**src/rtl/systolic_mm_array_if.sv**
```systemverilog
// systolic_mm_array_if: serial operand/result link between host and systolic engine
interface systolic_mm_array_if #(parameter int width_p = 8);
   logic               valid_i;
   logic               ready_o;
   logic [width_p-1:0] data_i;
   logic               valid_o;
   logic               yumi_i;
   logic [width_p-1:0] data_o;
   modport master (output valid_i, data_i, yumi_i, input ready_o, valid_o, data_o);
   modport slave  (input valid_i, data_i, yumi_i, output ready_o, valid_o, data_o);
endinterface

```
**src/rtl/systolic_mm_array.sv**
```systemverilog
// systolic_mm_array: output-stationary NxN systolic matrix multiplier with serial load and drain
module systolic_mm_array #(
   parameter int width_p        = 8,
   parameter int array_width_p  = 2,
   parameter int array_height_p = 2
) (
   input  logic                 clk_i,
   input  logic                 reset_i,
   input  logic                 en_i,
   input  logic                 flush_i,
   systolic_mm_array_if.slave   link,
   output logic                 busy_o,
   output logic                 idle_o,
   output logic [7:0]           onehot_o
);
   localparam int n  = array_width_p < array_height_p ? array_width_p : array_height_p;
   localparam int nn = n * n;
   localparam int aw = 2 * width_p + $clog2(n);
   localparam int iw = $clog2(nn);
   localparam int cw = $clog2(nn + 3 * n);

   typedef enum logic [2:0] {idle_s, load_a_s, gap_s, load_b_s, compute_s, done_s, drain_s} state_t;

   state_t             state_q, state_d;
   logic [cw-1:0]      cnt_q, cnt_d, cnt_inc;
   logic [iw-1:0]      idx;
   logic               last, beat, load_a, load_b, start, step;
   logic [width_p-1:0] a_mem [nn];
   logic [width_p-1:0] b_mem [nn];
   logic [width_p-1:0] a_q   [nn];
   logic [width_p-1:0] b_q   [nn];
   logic [width_p-1:0] a_in  [nn];
   logic [width_p-1:0] b_in  [nn];
   logic [aw-1:0]      acc_q [nn];

   // one counter serves as load index, compute cycle and output pointer
   assign idx     = cnt_q[iw-1:0];
   assign cnt_inc = cnt_q + 1'b1;
   assign last    = cnt_q == cw'(nn - 1);
   assign beat    = en_i & link.valid_i & link.ready_o;

   // state and counter register
   always_ff @(posedge clk_i or posedge reset_i)
      if (reset_i) begin
         state_q <= idle_s;
         cnt_q   <= '0;
      end else begin
         state_q <= state_d;
         cnt_q   <= cnt_d;
      end

   // next state, counter update and datapath strobes; nothing moves while en_i is low
   always_comb begin
      state_d = state_q;
      cnt_d   = cnt_q;
      load_a  = 1'b0;
      load_b  = 1'b0;
      start   = 1'b0;
      step    = 1'b0;
      if (en_i)
         case (state_q)
            idle_s:
               if (beat) begin
                  load_a  = 1'b1;
                  state_d = load_a_s;
                  cnt_d   = cw'(1);
               end
            load_a_s:
               if (beat) begin
                  load_a  = 1'b1;
                  state_d = last ? gap_s : load_a_s;
                  cnt_d   = last ? '0 : cnt_inc;
               end
            gap_s: state_d = load_b_s;
            load_b_s:
               if (beat) begin
                  load_b  = 1'b1;
                  start   = last;
                  state_d = last ? compute_s : load_b_s;
                  cnt_d   = last ? '0 : cnt_inc;
               end
            compute_s: begin
               step    = 1'b1;
               state_d = cnt_q == cw'(3 * n - 3) ? done_s : compute_s;
               cnt_d   = cnt_q == cw'(3 * n - 3) ? '0 : cnt_inc;
            end
            done_s:
               if (flush_i | link.yumi_i) begin
                  state_d = last ? idle_s : (flush_i ? drain_s : done_s);
                  cnt_d   = last ? '0 : cnt_inc;
               end
            drain_s: begin
               state_d = last ? idle_s : drain_s;
               cnt_d   = last ? '0 : cnt_inc;
            end
            default: state_d = idle_s;
         endcase
   end

   // skewed edge feeds: row r sees A[r][k-r], column c sees B[k-c][c]; inner PEs take neighbours
   always_comb begin
      for (int r = 0; r < n; r++) begin
         automatic int m = int'(cnt_q) - r;
         a_in[r*n] = (m >= 0 && m < n) ? a_mem[r*n + m] : '0;
         b_in[r]   = (m >= 0 && m < n) ? b_mem[m*n + r] : '0;
         for (int c = 1; c < n; c++) begin
            a_in[r*n + c] = a_q[r*n + c - 1];
            b_in[c*n + r] = b_q[(c-1)*n + r];
         end
      end
   end

   // operand storage written by the serial load
   always_ff @(posedge clk_i or posedge reset_i)
      if (reset_i)
         for (int i = 0; i < nn; i++) begin
            a_mem[i] <= '0;
            b_mem[i] <= '0;
         end
      else begin
         if (load_a) a_mem[idx] <= link.data_i;
         if (load_b) b_mem[idx] <= link.data_i;
      end

   // PE grid: cleared on entry to compute, then MAC and forward a right / b down
   always_ff @(posedge clk_i or posedge reset_i)
      if (reset_i)
         for (int i = 0; i < nn; i++) begin
            a_q[i]   <= '0;
            b_q[i]   <= '0;
            acc_q[i] <= '0;
         end
      else
         for (int i = 0; i < nn; i++)
            if (start) begin
               a_q[i]   <= '0;
               b_q[i]   <= '0;
               acc_q[i] <= '0;
            end else if (step) begin
               a_q[i]   <= a_in[i];
               b_q[i]   <= b_in[i];
               acc_q[i] <= acc_q[i] + aw'(a_in[i]) * aw'(b_in[i]);
            end

   assign link.ready_o = state_q inside {idle_s, load_a_s, load_b_s, done_s};
   assign link.valid_o = state_q inside {done_s, drain_s};
   assign link.data_o  = link.valid_o ? acc_q[idx][width_p-1:0] : '0;
   assign busy_o       = state_q inside {compute_s, drain_s};
   assign idle_o       = state_q == idle_s;
   assign onehot_o     = 8'b1 << state_q;
endmodule

```
**src/flat_wrapper.sv**
```systemverilog
// flat-port wrapper written by rule: the top's interface ports become plain ports
module systolic_mm_array_flat 
#(
   parameter int width_p        = 8,
   parameter int array_width_p  = 2,
   parameter int array_height_p = 2
)
  (clk_i, reset_i, en_i, flush_i, busy_o, idle_o, onehot_o, link_valid_i, link_data_i, link_yumi_i, link_ready_o, link_valid_o, link_data_o);
  systolic_mm_array_if #(.width_p(width_p)) link_i ();
  input  logic clk_i;
  input  logic reset_i;
  input  logic en_i;
  input  logic flush_i;
  output logic busy_o;
  output logic idle_o;
  output logic [7:0] onehot_o;
  input wire logic [$bits(link_i.valid_i)-1:0] link_valid_i;
  input wire logic [$bits(link_i.data_i)-1:0] link_data_i;
  input wire logic [$bits(link_i.yumi_i)-1:0] link_yumi_i;
  output wire logic [$bits(link_i.ready_o)-1:0] link_ready_o;
  output wire logic [$bits(link_i.valid_o)-1:0] link_valid_o;
  output wire logic [$bits(link_i.data_o)-1:0] link_data_o;
  assign link_i.valid_i = link_valid_i;
  assign link_i.data_i = link_data_i;
  assign link_i.yumi_i = link_yumi_i;
  assign link_ready_o = link_i.ready_o;
  assign link_valid_o = link_i.valid_o;
  assign link_data_o = link_i.data_o;
  systolic_mm_array #(.width_p(width_p), .array_width_p(array_width_p), .array_height_p(array_height_p)) u_core (.clk_i(clk_i), .reset_i(reset_i), .en_i(en_i), .flush_i(flush_i), .link(link_i), .busy_o(busy_o), .idle_o(idle_o), .onehot_o(onehot_o));
endmodule
```
**config.mk**
```make
export PLATFORM = sky130hd
export DESIGN_NAME = systolic_mm_array_flat
export DESIGN_NICKNAME = d
export VERILOG_FILES = /design/src/rtl/systolic_mm_array_if.sv /design/src/rtl/systolic_mm_array.sv /design/src/flat_wrapper.sv
export SDC_FILE = /design/constraint.sdc
export NUM_CORES = 1
export LEC_CHECK = 0
export ABC_AREA = 1
export ABC_CLOCK_PERIOD_IN_PS = 7500
export BUFFER_PORTS_ARGS = -buffer_cell sky130_fd_sc_hd__buf_2
export CAP_MARGIN = 5
export CORE_MARGIN = 5
export CORE_UTILIZATION = 46
export CTS_BUF_LIST = sky130_fd_sc_hd__clkbuf_8
export CTS_CLUSTER_SIZE = 30
export DETAILED_ROUTE_END_ITERATION = 6
export GPL_ROUTABILITY_DRIVEN = 1
export HOLD_SLACK_MARGIN = 0.12
export MAX_ROUTING_LAYER = met4
export PLACE_DENSITY = 0.69
export SKIP_LAST_GASP = 1
export SLEW_MARGIN = 5
export SYNTH_ARGS = -nofsm -noshare
export SYNTH_HDL_FRONTEND = slang
export SYNTH_SLANG_ARGS = --single-unit
export TNS_END_PERCENT = 30
```
**constraint.sdc**
```tcl
create_clock -name clk_i -period 7.5 [get_ports clk_i]
set_clock_uncertainty 0.1 [all_clocks]
set_input_delay 2.25 -clock clk_i [delete_from_list [all_inputs] [get_ports clk_i]]
set_output_delay 2.25 -clock clk_i [all_outputs]
set_load 0.05 [all_outputs]
```
### After elaboration in Yosys (flattened, before gate mapping)

Index checks and enable logic that the tools add are counted.

* register bits: 171
* word-level logic and storage cells: 141

* muxes and demuxes: 66
* shift operators: 1
* multipliers: 4
* add/sub/neg operators: 8
* equality and inequality tests: 12
* bitwise logic cells: 8
* order comparisons: 10
* reductions and logical operators: 14

Operators by type and width (count)
* $mux 8: 24
* $mux 17: 8
* $ge 32x3->1 const B: 4
* $add 17x16->17: 4
* $bmux 8 s2: 4
* $bwmux 32: 2
* $mul 8x8->16: 4
* $not 32->32: 2
* $bmux 17 s2: 1
* $add 3x32->32 const A: 1
* $add 32x2->32 const B: 1
* $ge 32x1->1 const B: 1
* $lt 32x3->1 const B: 1
* $not 4->32: 1
* $not 5->32: 1
* $mux 3: 7
* $pmux 3 s7: 1
* $demux 8 s2: 1
* $mux 4: 4
* $pmux 4 s4: 1
* $mux 1: 11
* $ne 2x1->1 const B: 5
* $reduce_and 5->1: 2
* $eq 3x3->1 const B: 3
* 19 further kinds: 29

### Longest topological paths before layout

* depth after elaboration: 11
* gate-level depth with buffers: 37
* gate-level depth less buffers: 34

### Worst setup path before layout

Ideal clock, no wire load.

* kind: register to register
* from: register u_core.cnt_q[0]
* to: register u_core.acc_q[41] in the netlist's numbering
* cell stages (with the launch flop): 31
* library setup time: 117 ps
* required time: 7283 ps
* setup slack: 1783 ps
* arrival time: 5499 ps
* period minus slack after synthesis: 5717 ps
* path through: dfrtp_1 > inv_2 > buf_6 > buf_2 > clkbuf_1 > ha_1 > inv_1 > nand2_1 > inv_1 > nor2_4 > nand3_4 > inv_6 > nand2_4 > inv_1 > nand2_1 > fa_1 > inv_1 > fa_1 > inv_1 > fa_1 > fa_1 > inv_1 > ha_1 > a21oi_1 > nand2_1 > xnor2_1 > xor2_1 > xnor2_1 > nand3_1 > nand3_1 > nand2_1

* longest elaborated chain between the ends: 11
* elaborated cells on any way between the ends: 19

Ends and longest elaborated chain
* start, declared: line systolic_mm_array.sv:25 `logic [cw-1:0] cnt_q, cnt_d, cnt_inc;`
* start signal, assigned: line systolic_mm_array.sv:49 `cnt_q <= cnt_d;`
* $sub 4x1->5: line systolic_mm_array.sv:103 `automatic int m = int'(cnt_q) - r;`
* $add 32x2->32: line systolic_mm_array.sv:105 `b_in[r] = (m >= 0 && m < n) ? b_mem[m*n + r] : '0;`
* $not 32->32 (not written as such): line systolic_mm_array.sv:105
* $bmux 8 s2: line systolic_mm_array.sv:105
* $mux 8 (not written as such) (2 in series): line systolic_mm_array.sv:105
* $mux 8: line systolic_mm_array.sv:105
* $mul 8x8->16: line systolic_mm_array.sv:142 `acc_q[i] <= acc_q[i] + aw'(a_in[i]) * aw'(b_in[i]);`
* $add 17x16->17: line systolic_mm_array.sv:142
* $mux 17: line systolic_mm_array.sv:139 `end else if (step) begin`
* $mux 17: line systolic_mm_array.sv:135 `if (start) begin`
* end signal, assigned by index: line systolic_mm_array.sv:142
* end, declared: line systolic_mm_array.sv:34 `logic [aw-1:0] acc_q [nn];`

Parallel ways exist; a longest one is shown, timed or not. The select of a mux whose other input is x is not followed.
A chain may end at the register's enable or synchronous reset.

### Final worst setup path

* from: register u_core.cnt_q[1]
* to: register u_core.acc_q[41] in the netlist's numbering

* longest elaborated chain between the ends: 8
* elaborated cells on any way between the ends: 14

Ends and longest elaborated chain (line)
* $sub 4x1->5: systolic_mm_array.sv:103
* $ge 32x1->1 or $lt 32x3->1 (tied branches): systolic_mm_array.sv:105
* $logic_and 1x1->1: systolic_mm_array.sv:105
* $mux 8: systolic_mm_array.sv:105
* $mul 8x8->16: systolic_mm_array.sv:142
* $add 17x16->17: systolic_mm_array.sv:142
* $mux 17: systolic_mm_array.sv:139
* $mux 17: systolic_mm_array.sv:135

Parallel ways exist; a longest one is shown, timed or not. The select of a mux whose other input is x is not followed.

==> impl_metrics.ini <==
[timing]
setup-tns-final_ns = 0
finalSetupViolCount = 0
hold_violations = 0
slew_headroom_pct = 44.1
rsz0062_at_grt = false
min_period_ns = 6.07
final_max_slew_viol_count = 0
worst_pin_slew_ns = 0.838
post-route-period-util_pct = 80.9
fmax_mhz = 165
hold_ws_ns = 0.389
fin_ws_ns = 1.43

[die]
die_h_um = 163
dieArea_um2 = 26600
die_x_um = 163
num_rows = 56
start_util_pct = 46.3
coreArea_um2 = 23300
ioPinCount = 34

[clock_network]
htreeDepth = 4
clkTransAtPathRegs_ns = 0.09
cts_tree = built
postCtsSetupBuffers = 0
cts_root_buffer = clkbuf_8
cts_resized = 0
clock_sinks = 135
clk_latency_ns = 0.47
tritoncts.num_buffers = 17
holdBufCountCts = 0
max-clock-path-buffers = 2

[global_route]
grt_overflow = 0
grt_use_total_pct = 21.9
grt_pass1_wl_mm = 44.6
grt_max_degree = 73
grt_pass1_vias = 8555
grt_antenna_before_repair = 0

[synthesis]
synthFlopType = dfrtp_1
async_flop_share_pct = 100
yosysSeqAreaShare_pct = 31.4
yosysWarnings = 0
synthesis.nets = 1530
syn_inst = 1369
synth-edff-count = 0
synth.largest_area_cell = dfrtp_1
syn_area_per_cell_um2 = 7.87
ys_types = 50
ys_ff_latch = 135
netlist_area_um2 = 10800
yosys-top-cells-area = dfrtp_1 (31%), fa_1 (13%), nand2_1 (13%)
synth_top_area_share_pct = 31.4

[routing]
routedWlPerCell_um = 15.8
viasPerCell = 5.09
highest_layer = met4
route.met3.wl_mm = 1.65
antenna_left = 0
drc = 0
wl_met2_mm = 13.2
drt_wl_total_mm = 27.2
via_count = 8761
drt_iter0_drc = 623
firstDrtPassIters = 7
wl_met1_mm = 12.1

[placement]
dp_hpwl_mm = 21.1
pre_cts_ws_ns = 1.45
portBuffers = 33
dp.cells = 1689
gp_congestion = 0.995

[worst_setup_path]
max_stage_delay_ns = 0.61
crit_buf_inv = 6
startpoint_type = register
worst_setup_path_end_kind = register
cpMaxStageDelayCell = dfrtp_1
crit_family = adder cells
crit_type = reg2reg
crit_path_max_fanout = 16
cp.arrival_ns = 6.33
required_ns = 7.76

[final_layout]
syn_to_final_growth_pct = 7.73
antenna_cells = 0
drive_gt1_share_pct = 8.70
fillers = 2345
final_cells = 1721
nets = 1550

[power_and_ir_drop]
fin_total_pwr_mw = 4.72
p_leak_nw = 6.06
power.density_nw_per_um2 = 406
ir_drop_uv = 219

[job]
drv_cap = 0

[outcome]
status = finished, final reports clean

[worst_hold_path]
hold_class = reg2reg
[placed cells by master, fill, tap and decap left out, types with 33 or more instances in the layout]
cell and n:
a21oi_1 34, buf_2 33, dfrtp_1 135, fa_1 72, ha_1 75, inv_1 251, nand2_1 362, nand3_1 46
nor2_1 69, o21ai_0 132
[synth_stat cells (9+ instances only)]
cell type  count
a21oi_1       34
buf_2          9
clkbuf_1      22
dfrtp_1      135
fa_1          72
ha_1          75
inv_1        252
inv_2         10
nand2_1      362
nand3_1       46
nor2_1        70
nor2_2        12
o21ai_0      132
o22ai_1       21
xnor2_1       23
xor2_1        21
[power breakdown]
part,total (mW),internal (mW),switching [mW]
clock network,0.633,0.281,0.351
registers,1.27,1.02,0.253
logic,2.82,0.949,1.87
[path summary, 6_finish.rpt]
path / start / to / slack [ns] / depth (start not counted)
worst max-delay path: u_core.cnt_q[1] / u_core.acc_q[41] / 1.43 / 25
worst min-delay path: u_core.b_mem[27] / u_core.b_mem[27] / 0.39 / 2
worst max register to register: u_core.cnt_q[1] / u_core.acc_q[41] / 1.43 / 25
worst min register to register: u_core.b_mem[27] / u_core.b_mem[27] / 0.39 / 2
max in group asynchronous: reset_i / u_core.acc_q[53] / 4.23 / 3
min in group asynchronous: reset_i / u_core.state_q[1] / 1.77 / 2
[flip-flops by register name, summed over array words and instances, names as in the netlist]
name	flops
u_core.a_mem	32
u_core.acc_q	32
u_core.b_mem	32
u_core.a_in	16
u_core.b_in	16
u_core.cnt_q	4
u_core.state_q	3
[cell families (layout without fill, tap and decap cells)]
kind of cell,Yosys count,in the layout,share of synthesized area [%]
muxes,1,1,0.0929
AOI/OAI and AO/OA,209,209,10.6
buffers and inverters,305,338,11.2
and+or+nand+nor,524,524,20.4
xor gates and xnor gates,48,48,4.18
DFF,135,135,31.4
adders and majority gates,147,147,22.1
[per-stage QoR]
step	util, %	instance area [µm²]
CTS	49.9	11600
floorplan	-	10800
global route	49.9	11600
finish	49.9	11600
detailed placement	48.1	11200
global placement	48.1	11200
[worst reg2reg max path, cell delays in order, from the launching register on]
cell      delay [ns]
dfrtp_1         0.61
clkinv_4        0.24
ha_1            0.55
nand2_1         0.16
nor2_4          0.14
nand3_4         0.18
inv_6           0.17
nand2_4         0.08
inv_1           0.12
nand2_1         0.09
fa_1            0.54
inv_1           0.05
fa_1            0.49
inv_1           0.05
fa_1            0.46
fa_1            0.54
inv_1           0.04
ha_1            0.32
a21oi_1         0.15
nand2_1         0.10
xnor2_1         0.14
xor2_1          0.17
xnor2_1         0.22
nand3_1         0.10
nand3_1         0.08
nand2_1         0.05
[per-layer routing]
metal | global-route usage [%] | vias up
met5 | - | -
met2 | 35.6 | 260
met1 | 29.1 | 4199
met3 | 3.23 | 23
met4 | 5.45 | 0
li1 | - | 4279
[area by class of cell]
cell class,count,area (µm²),share of cell area (%)
tap,319,399,3.44
timing repair buffer,39,210,1.81
clock buffer,17,234,2.02
clock inverter,15,174,1.50
multi-input combinational,929,6190,53.3
inverter,267,1020,8.79
sequential,135,3380,29.1
Note: power is estimated with default switching activity, not from simulation.
